===== src/rtl/csr_pkg.sv =====
// Shared definitions for the machine-mode CSR file: addresses, funct3 encodings,
// write masks and the decoded layout of instruction bits [31:12].
package csr_pkg;

  localparam logic [11:0] CSR_FFLAGS   = 12'h001;
  localparam logic [11:0] CSR_FRM      = 12'h002;
  localparam logic [11:0] CSR_FCSR     = 12'h003;
  localparam logic [11:0] CSR_MSTATUS  = 12'h300;
  localparam logic [11:0] CSR_MISA     = 12'h301;
  localparam logic [11:0] CSR_MIE      = 12'h304;
  localparam logic [11:0] CSR_MTVEC    = 12'h305;
  localparam logic [11:0] CSR_MSCRATCH = 12'h340;
  localparam logic [11:0] CSR_MEPC     = 12'h341;
  localparam logic [11:0] CSR_MCAUSE   = 12'h342;
  localparam logic [11:0] CSR_MTVAL    = 12'h343;
  localparam logic [11:0] CSR_MIP      = 12'h344;
  localparam logic [11:0] CSR_MCYCLE   = 12'hB00;
  localparam logic [11:0] CSR_MCYCLEH  = 12'hB80;
  localparam logic [11:0] CSR_CYCLE    = 12'hC00;
  localparam logic [11:0] CSR_CYCLEH   = 12'hC80;
  localparam logic [11:0] CSR_MHARTID  = 12'hF14;

  typedef enum logic [2:0] {
    F3_NONE  = 3'b000,
    CSRRW    = 3'b001,
    CSRRS    = 3'b010,
    CSRRC    = 3'b011,
    F3_NONEI = 3'b100,
    CSRRWI   = 3'b101,
    CSRRSI   = 3'b110,
    CSRRCI   = 3'b111
  } funct3_e;

  typedef struct packed {
    logic [11:0] addr;
    logic [4:0]  rs1;
    funct3_e     funct3;
  } instr_t;

  localparam logic [31:0] MSTATUS_WMASK = 32'h0000_0088;
  localparam logic [31:0] MSTATUS_MPP   = 32'h0000_1800;
  localparam logic [31:0] MIE_WMASK     = 32'h0000_0888;
  localparam logic [31:0] MTVEC_WMASK   = 32'hFFFF_FFFD;
  localparam logic [31:0] MEPC_WMASK    = 32'hFFFF_FFFC;

endpackage


===== src/rtl/csr_unit_if.sv =====
// CSR access port between the execute/writeback control and the CSR file.
interface csr_unit_if;
  logic        we;
  logic [19:0] instr_31_12;
  logic [31:0] wd;
  logic [31:0] rd;
  logic        illegal;

  modport master (output we, instr_31_12, wd, input rd, illegal);
  modport slave  (input we, instr_31_12, wd, output rd, illegal);
endinterface


===== src/rtl/csr_alu.sv =====
// Operand select and RW/RS/RC new-value computation; o_wr is low for
// no-op encodings and for set/clear with a zero rs1/uimm field.
module csr_alu
  import csr_pkg::*;
(
  input  funct3_e     i_funct3,
  input  logic [4:0]  i_rs1,
  input  logic [31:0] i_wd,
  input  logic [31:0] i_old,
  output logic [31:0] o_new,
  output logic        o_wr
);

  logic [2:0]  w_f3;
  logic [31:0] w_op;
  logic        w_rs1_nz;

  assign w_f3     = i_funct3;
  assign w_op     = w_f3[2] ? {27'b0, i_rs1} : i_wd;
  assign w_rs1_nz = (i_rs1 != 5'd0);

  always_comb begin
    o_new = i_old;
    o_wr  = 1'b0;
    case (w_f3[1:0])
      2'b01: begin o_new = w_op;           o_wr = 1'b1;     end
      2'b10: begin o_new = i_old | w_op;   o_wr = w_rs1_nz; end
      2'b11: begin o_new = i_old & ~w_op;  o_wr = w_rs1_nz; end
      default: ;
    endcase
  end

endmodule


===== src/rtl/csr_unit.sv =====
// Machine-mode CSR file (Zicsr subset) for a single-hart RV32 core.
// Define CSR_COUNTERS_EN to add mcycle/mcycleh and the cycle/cycleh shadows.
module csr_unit
  import csr_pkg::*;
#(
  parameter logic [31:0] HART_ID  = 32'd0,
  parameter logic [31:0] MISA_VAL = 32'h4000_0100
) (
  input logic       clk,
  input logic       rst,
  csr_unit_if.slave bus
);

  instr_t      w_instr;
  logic [11:0] w_addr;
  logic [31:0] w_rd;
  logic        w_impl;
  logic        w_ro;
  logic [31:0] w_new;
  logic        w_alu_wr;
  logic        w_wr;

  logic [4:0]  r_fflags;
  logic [2:0]  r_frm;
  logic        r_mstatus_mie;
  logic        r_mstatus_mpie;
  logic [31:0] r_mie;
  logic [31:0] r_mtvec;
  logic [31:0] r_mscratch;
  logic [31:0] r_mepc;
  logic [31:0] r_mcause;
  logic [31:0] r_mtval;
`ifdef CSR_COUNTERS_EN
  logic [63:0] r_cycle;
`endif

  assign w_instr = bus.instr_31_12;
  assign w_addr  = w_instr.addr;
  assign w_ro    = (w_addr[11:10] == 2'b11);

  always_comb begin
    w_rd   = '0;
    w_impl = 1'b1;
    case (w_addr)
      CSR_FFLAGS:   w_rd = {27'b0, r_fflags};
      CSR_FRM:      w_rd = {29'b0, r_frm};
      CSR_FCSR:     w_rd = {24'b0, r_frm, r_fflags};
      CSR_MSTATUS:  w_rd = MSTATUS_MPP | {24'b0, r_mstatus_mpie, 3'b0, r_mstatus_mie, 3'b0};
      CSR_MISA:     w_rd = MISA_VAL;
      CSR_MIE:      w_rd = r_mie;
      CSR_MTVEC:    w_rd = r_mtvec;
      CSR_MSCRATCH: w_rd = r_mscratch;
      CSR_MEPC:     w_rd = r_mepc;
      CSR_MCAUSE:   w_rd = r_mcause;
      CSR_MTVAL:    w_rd = r_mtval;
      CSR_MIP:      w_rd = '0;
      CSR_MHARTID:  w_rd = HART_ID;
`ifdef CSR_COUNTERS_EN
      CSR_MCYCLE, CSR_CYCLE:   w_rd = r_cycle[31:0];
      CSR_MCYCLEH, CSR_CYCLEH: w_rd = r_cycle[63:32];
`endif
      default:      w_impl = 1'b0;
    endcase
  end

  csr_alu u_alu (
    .i_funct3 (w_instr.funct3),
    .i_rs1    (w_instr.rs1),
    .i_wd     (bus.wd),
    .i_old    (w_rd),
    .o_new    (w_new),
    .o_wr     (w_alu_wr)
  );

  // Read-only space only faults on an effective write; set/clear with x0 is a legal read.
  assign w_wr        = bus.we & w_alu_wr & w_impl & ~w_ro;
  assign bus.illegal = bus.we & (~w_impl | (w_ro & w_alu_wr));
  assign bus.rd      = w_rd;

  always_ff @(posedge clk) begin
    if (rst) begin
      r_fflags       <= '0;
      r_frm          <= '0;
      r_mstatus_mie  <= 1'b0;
      r_mstatus_mpie <= 1'b0;
      r_mie          <= '0;
      r_mtvec        <= '0;
      r_mscratch     <= '0;
      r_mepc         <= '0;
      r_mcause       <= '0;
      r_mtval        <= '0;
    end else if (w_wr) begin
      case (w_addr)
        CSR_FFLAGS:   r_fflags <= w_new[4:0];
        CSR_FRM:      r_frm    <= w_new[2:0];
        CSR_FCSR:     {r_frm, r_fflags} <= w_new[7:0];
        CSR_MSTATUS: begin
          r_mstatus_mie  <= w_new[3];
          r_mstatus_mpie <= w_new[7];
        end
        CSR_MIE:      r_mie      <= w_new & MIE_WMASK;
        CSR_MTVEC:    r_mtvec    <= w_new & MTVEC_WMASK;
        CSR_MSCRATCH: r_mscratch <= w_new;
        CSR_MEPC:     r_mepc     <= w_new & MEPC_WMASK;
        CSR_MCAUSE:   r_mcause   <= w_new;
        CSR_MTVAL:    r_mtval    <= w_new;
        default: ;
      endcase
    end
  end

`ifdef CSR_COUNTERS_EN
  // Free-running increment first; an explicit write then overrides its half.
  always_ff @(posedge clk) begin
    if (rst) begin
      r_cycle <= '0;
    end else begin
      r_cycle <= r_cycle + 64'd1;
      if (w_wr && (w_addr == CSR_MCYCLE))  r_cycle[31:0]  <= w_new;
      if (w_wr && (w_addr == CSR_MCYCLEH)) r_cycle[63:32] <= w_new;
    end
  end
`endif

endmodule


===== src/flat_wrapper.sv =====
// flat-port wrapper written by rule: the top's interface ports become plain ports
module csr_unit_flat import csr_pkg::*;
#(
  parameter logic [31:0] HART_ID  = 32'd0,
  parameter logic [31:0] MISA_VAL = 32'h4000_0100
)
  (clk, rst, bus_we, bus_instr_31_12, bus_wd, bus_rd, bus_illegal);
  csr_unit_if bus_i ();
  input logic clk;
  input logic rst;
  input wire logic [$bits(bus_i.we)-1:0] bus_we;
  input wire logic [$bits(bus_i.instr_31_12)-1:0] bus_instr_31_12;
  input wire logic [$bits(bus_i.wd)-1:0] bus_wd;
  output wire logic [$bits(bus_i.rd)-1:0] bus_rd;
  output wire logic [$bits(bus_i.illegal)-1:0] bus_illegal;
  assign bus_i.we = bus_we;
  assign bus_i.instr_31_12 = bus_instr_31_12;
  assign bus_i.wd = bus_wd;
  assign bus_rd = bus_i.rd;
  assign bus_illegal = bus_i.illegal;
  csr_unit #(.HART_ID(HART_ID), .MISA_VAL(MISA_VAL)) u_core (.clk(clk), .rst(rst), .bus(bus_i));
endmodule

===== config.mk =====
export PLATFORM = sky130hd
export DESIGN_NAME = csr_unit_flat
export DESIGN_NICKNAME = d
export VERILOG_FILES = /design/src/rtl/csr_pkg.sv /design/src/rtl/csr_unit_if.sv /design/src/rtl/csr_alu.sv /design/src/rtl/csr_unit.sv /design/src/flat_wrapper.sv
export SDC_FILE = /design/constraint.sdc
export NUM_CORES = 1
export LEC_CHECK = 0
export CAP_MARGIN = 20
export CORE_MARGIN = 2
export CORE_UTILIZATION = 30
export CTS_BUF_LIST = sky130_fd_sc_hd__clkbuf_16
export DETAILED_ROUTE_END_ITERATION = 8
export PLACE_DENSITY = 0.52
export SKIP_CTS_REPAIR_TIMING = 1
export SYNTH_ARGS = -nofsm -noshare
export SYNTH_HDL_FRONTEND = slang
export SYNTH_SLANG_ARGS = --single-unit

===== constraint.sdc =====
create_clock -name clk -period 2.6 [get_ports clk]
set_clock_uncertainty 0.1 [all_clocks]
set_input_delay 0.52 -clock clk [delete_from_list [all_inputs] [get_ports clk]]
set_output_delay 0.52 -clock clk [all_outputs]
set_load 0.05 [all_outputs]

## Word-level counts from Yosys, hierarchy flattened

Index checks and enable logic that the tools add are counted.

- Flip-flop bits (word level): 170
- Latch bits: 0
- Bits in writable memories: 0
- Bits in read-only memories: 0
- Output and inout bits: 33
- Logic and storage cells: 58
- Memories kept: 0

- $add $sub $neg: 0
- Multiply operators: 0
- Divide/modulo/power cells: 0
- $lt $le $gt $ge: 0
- Equal/unequal tests: 17
- Shift-type cells: 0
- Mux-type cells: 6
- Bitwise operators: 11
- Reductions and logical operators: 14

Operators with widths:

| operator | count |
|---|---|
| case mux 32 bit (11 select lines) | 1 |
| == test 12 x 10 -> 1 bit, second input constant | 9 |
| case mux 32 bit (3 select lines) | 1 |
| bitwise AND 32 bit | 1 |
| 2-to-1 mux 32 bit | 1 |
| NOT 32 bit | 1 |
| OR 32 bit | 1 |
| == test 12 x 2 -> 1 bit, second input constant | 2 |
| AND reduction 2 bit | 9 |
| OR reduction 13 bit | 1 |
| == test 12 x 1 -> 1 bit, second input constant | 1 |
| == test 12 bit, second input constant | 1 |
| == test 2 bit, second input constant | 3 |
| case mux 3 bit (2 select lines) | 1 |
| bitwise AND 1 bit | 5 |
| nonzero test 5 bit | 1 |
| OR reduction 2 bit | 2 |
| == test 2 x 1 -> 1 bit, second input constant | 1 |
| NOT 1 bit | 2 |
| case mux 1 bit (2 select lines) | 1 |
| nonzero test 2 bit | 1 |
| 2-to-1 mux 1 bit | 1 |
| OR 1 bit | 1 |

## Depth between registers and ports, before layout

- Word-level depth: 7
- Mapped depth: 9
- Depth with buffers taken out: 6

## Cells and area by module

From an unflattened synthesis, not the netlist that was laid out.

- Cells, all modules: 973
- Area total of the unflattened synthesis: 9222.6 µm²

Modules (own cells, without submodules):

| module | instances | cells an instance | area an instance (µm²) | seq. area each (µm²) |
|---|---|---|---|---|
| csr_unit | 1 | 827 | 8277.9 | 3403.3 |
| csr_alu | 1 | 146 | 944.7 | 0.0 |

## Worst setup path before layout

Ideal clock, no wire load.

- Path kind: input to register
- Start: in bus_instr_31_12[11]
- End: reg u_core.r_mcause[11]
- Setup time: 87 ps
- Arrival: 3481 ps
- Data required time: 2413 ps
- Setup slack: -1068 ps
- Cell stages on the path: 7
- Cells stage by stage: clkbuf_1 or3b_2 nor3_1 a221oi_1 o21ai_0 o21ai_1 a211oi_1

RTL lines:

| what | line | text |
|---|---|---|
| start: declaration | flat_wrapper.sv:12 | `input wire logic [$bits(bus_i.instr_31_12)-1:0] bus_instr_31_12;` |
| == test 12 x 10 -> 1 bit (tied with other cells) | csr_unit.sv:44 | `case (w_addr)` |
| case mux 32 bit (11 select lines) (*) | csr_unit.sv:44 |  |
| net bus_rd[11] | flat_wrapper.sv:14 | `output wire logic [$bits(bus_i.rd)-1:0] bus_rd;` |
| bitwise AND 32 bit / OR 32 bit (equally long branches) | csr_alu.sv:28, csr_alu.sv:27 |  |
| case mux 32 bit (3 select lines) (*) | csr_alu.sv:25 | `case (w_f3[1:0])` |
| end signal: assignment | csr_unit.sv:105 | `CSR_MCAUSE: r_mcause <= w_new;` |
| end: declaration | csr_unit.sv:31 | `logic [31:0] r_mcause;` |

The timed path passes the listed nets; every way through them passes the cells marked *.
A chain may end at the register's enable or synchronous reset.

## Worst setup path after layout

- Start: in bus_instr_31_12[18]
- End: out bus_rd[14]

- Cells in the longest elaborated chain, start to end: 2

Ends and longest elaborated chain:

| what | line |
|---|---|
| == test 12 x 10 -> 1 bit (tied with other cells) | csr_unit.sv:44 |
| case mux 32 bit (11 select lines) (*) | csr_unit.sv:44 |
| end: declaration | flat_wrapper.sv:14 |

Mark *: on every way between the ends. The rest lies on a longest branch, timed or not.

==> results.txt <==
Violated checks: negative setup slack
R2R depth: 8
# setup viols final: 34
Vias per inst: 5.20
Clk buf depth: 2
Worst path bufs/invs: 6
Synthesized instance count: 1030
Ys Warns: 0
Busiest grt layer: met2
CTS sink count: 170
CP cell instances: buf_6 > buf_6 > or4_4 > nor4_4 > buf_4 > buf_12 > buf_12 > a222oi_1 > nand3_2 > buf_12
Mapped Nets: 1085
Die height: 172 microns
Worst-Skew Late Latency: 0.43 ns
Worst endpoint required time: 1.98 ns
P_int: 4.29 mW
Switching share of total power: 25.6%
Die Span X: 172 microns
GP Congestion: 0.858
P&R area growth vs syn: 52.1%
Global-route wire length before repair: 46700 microns
Residual DRC: 0
Fin crit share: 116%
Via Count: 8489
Peak supply drop: 0.000437 V
GRT Total Usage: 20.5%
Most frequent cells in the layout: nor2_1, dfxtp_1, buf_4
Initial core utilization: 30.4%
CP max stage cell: or4_4
Combinational power share: 11.0%
Detailed placement HPWL: 20800 microns
Hold EP: u_core.r_mscratch[7]
# diodes: 0
Full die area: 0.0295 sq mm
Post-synth EDFFs: 0
Worst Slack Setup Final: -0.425 ns
Worst-Margin Slew: 0.632 ns
Switching Power: 1.48 mW
DRT iter0 DRCs: 611
Drt wl/cell: 18.6 microns
Largest net degree at the start of global routing: 50
Mapped Area: 0.00844 sq mm
Gr ovfl total: 0
WHS Path Cells: 2
TritonCTS Buffers: 17
Root Buffer: clkbuf_16
Design Area, Final: 0.0128 sq mm
Hold Violations, Final: 0
Crit-path most repeated cell: buf_12
GR Util met1: 28.1%
Max-cap violations: 0
Leading cell type in the layout, fill and taps excluded: nor2_1
Layout cell share with drive strength beyond 1: 31.4%
Finished Layout Cells: 1631
Remaining antenna violation count after routing: 0
Maximum clock rate: 331 MHz
# port buffers: 87
HP Start: u_core.r_mscratch[7]
Leak: 4.74 nW
Reg-to-reg slack, setup: 0.31 ns
Fill count: 2703
Core area: 0.0278 sq mm
CTS H-Tree Depth: 4
Largest delay share family, worst path: simple AND/OR/NAND/NOR gates
Hold WS: 0.359 ns
Pins Over Slew Limit: 0
Drt first pass iters: 5
Reg clk slew, reported paths: 0.07 ns
Slew margin rel.: 57.9%
Startpoint Class: primary input
Crit-path max FO: 7
Critical path class: primary input to output port
Sequential fraction of the synthesis area: 40.3%
Initial antenna violation count: 0
IO Count: 88
Yosys cell types: 66
Worst setup EP type: output port
Vias in the first global route: 8079
Number of synthesized register bits: 170
M3 GR Usage: 2.90%
CTS tree: built
Critical R2R Capture: u_core.r_frm[2]
Power Dens Cells: 450 mW/mm^2
Async SR Flop Fraction: 0%
Worst r2r src: u_core.r_mepc[2]
Total wire length: 30400 microns
Mean Syn Cell Area: 8.20 sq um
# rows: 61
Grt met2 use: 33.8%
Status: finished, violations left
Dpl cells: 1563
RSZ-0062 raised after global routing: yes
Critical path arrival: 2.40 ns
Sequential share of power: 45.1%
Nets: 1295
Area after DPL: 0.0116 sq mm
Crit path time final: 3.02 ns
Ys flop type: dfxtp_1
Largest stage delay on the critical path: 0.55 ns
Clk pwr share: 44.0%
Worst Hold Class: register to register
-- worst register-to-register path, stage by stage (launching register included) --
cell and delay (ns):
dfxtp_1 0.33, mux4_2 0.49, and4_1 0.27, a221oi_4 0.22, buf_4 0.15, buf_4 0.09, a22oi_2 0.06, buf_4 0.18
a221o_1 0.31
-- through the flow --
step                      setup WS [ns]  utilization [%]  power [mW]  TNS, ns
after CTS                        -0.748             43.9        5.79   -40.42
final                            -0.425             46.2        5.77   -11.32
after global placement           -0.712             41.8        3.26  -112.40
after detailed placement         -0.748             41.8        3.26  -114.54
after global routing             -0.464             46.2        5.96   -13.17
after floorplan                 -0.0893                -        2.97    -1.08
-- power by group through the flow --
| stage | Clock (mW) | Sequential (mW) | Combinational [mW] |
|---|---|---|---|
| after global routing | 2.68 | 2.60 | 0.682 |
| after global placement | 0 | 2.66 | 0.600 |
| after CTS | 2.58 | 2.60 | 0.604 |
| final | 2.54 | 2.60 | 0.633 |
| after detailed placement | 0 | 2.66 | 0.602 |
| after floorplan | 0 | 2.66 | 0.304 |
-- worst max-delay path by stage --
stage | endpoint | cells after the start | slack (ns) | from
2_1_floorplan | bus_rd[15] | 6 | -0.09 | bus_instr_31_12[12]
3_3_place_gp | bus_rd[1] | 8 | -0.71 | bus_instr_31_12[19]
3_5_place_dp | bus_rd[1] | 8 | -0.75 | bus_instr_31_12[19]
4_1_cts | bus_rd[1] | 8 | -0.75 | bus_instr_31_12[19]
5_1_grt | bus_rd[14] | 9 | -0.46 | bus_instr_31_12[14]
6_report | bus_rd[14] | 10 | -0.42 | bus_instr_31_12[18]
-- cell families after synthesis --
logic type,Yosys count,share of synthesized area [%]
and+or+nand+nor,447,25.5
AOI/OAI and AO/OA,268,23.9
DFF,170,40.3
buffers and inverters,106,5.28
muxes,29,3.97
xor gates and xnor gates,10,1.04
-- registers in the layout, indices dropped and copies added, names as in the netlist --
signal	cells
u_core.r_mcause	32
u_core.r_mstatus_mie	1
u_core.r_mie	3
u_core.r_mtval	32
u_core.r_fflags	5
u_core.r_mscratch	32
u_core.r_mtvec	31
u_core.r_mepc	30
u_core.r_frm	3
u_core.r_mstatus_mpie	1
-- final cells by class --
cell class              count  area [sq um]  share of cell area (%)
inverters                   5          21.3                   0.166
clock buffers              17           425                    3.31
repair buffers            292          3160                    24.6
flip-flops and latches    170          3400                    26.5
multi-input cells         754          5210                    40.6
well taps                 378           473                    3.68
clock inverters            15           148                    1.15
-- cell usage after synthesis, types with 5 or more instances --
| master | n | area share [%] |
|---|---|---|
| a31o_2 | 5 | 0.52 |
| mux2_2 | 6 | 0.80 |
| buf_2 | 23 | 1.4 |
| nor3b_1 | 6 | 0.53 |
| mux2i_1 | 20 | 2.4 |
| nor4_1 | 15 | 1.1 |
| a21oi_1 | 19 | 1.1 |
| a22oi_1 | 6 | 0.53 |
| o21ai_0 | 17 | 1.0 |
| nand2b_1 | 26 | 1.9 |
| clkbuf_1 | 70 | 3.1 |
| and2_1 | 11 | 0.82 |
| nand3_1 | 52 | 3.1 |
| o21ai_1 | 17 | 1.0 |
| nor3_1 | 14 | 0.83 |
| nor2b_1 | 11 | 0.82 |
| a211oi_1 | 131 | 12 |
| a222oi_1 | 23 | 2.7 |
| dfxtp_1 | 170 | 40 |
| nand2_1 | 67 | 3.0 |
| nor2_1 | 189 | 8.4 |
| o211ai_1 | 19 | 1.7 |
| inv_1 | 5 | 0.22 |
| xnor2_1 | 8 | 0.83 |
| and3_1 | 5 | 0.37 |
| nand4_1 | 22 | 1.6 |
-- layer usage --
metal | wire length (microns) | up-vias
li1 | - | 4235
met1 | 14200 | 4055
met2 | 14500 | 174
met3 | 1200 | 25
met4 | 457 | 0
met5 | 0 | -
(Power assumes the default switching activity.)
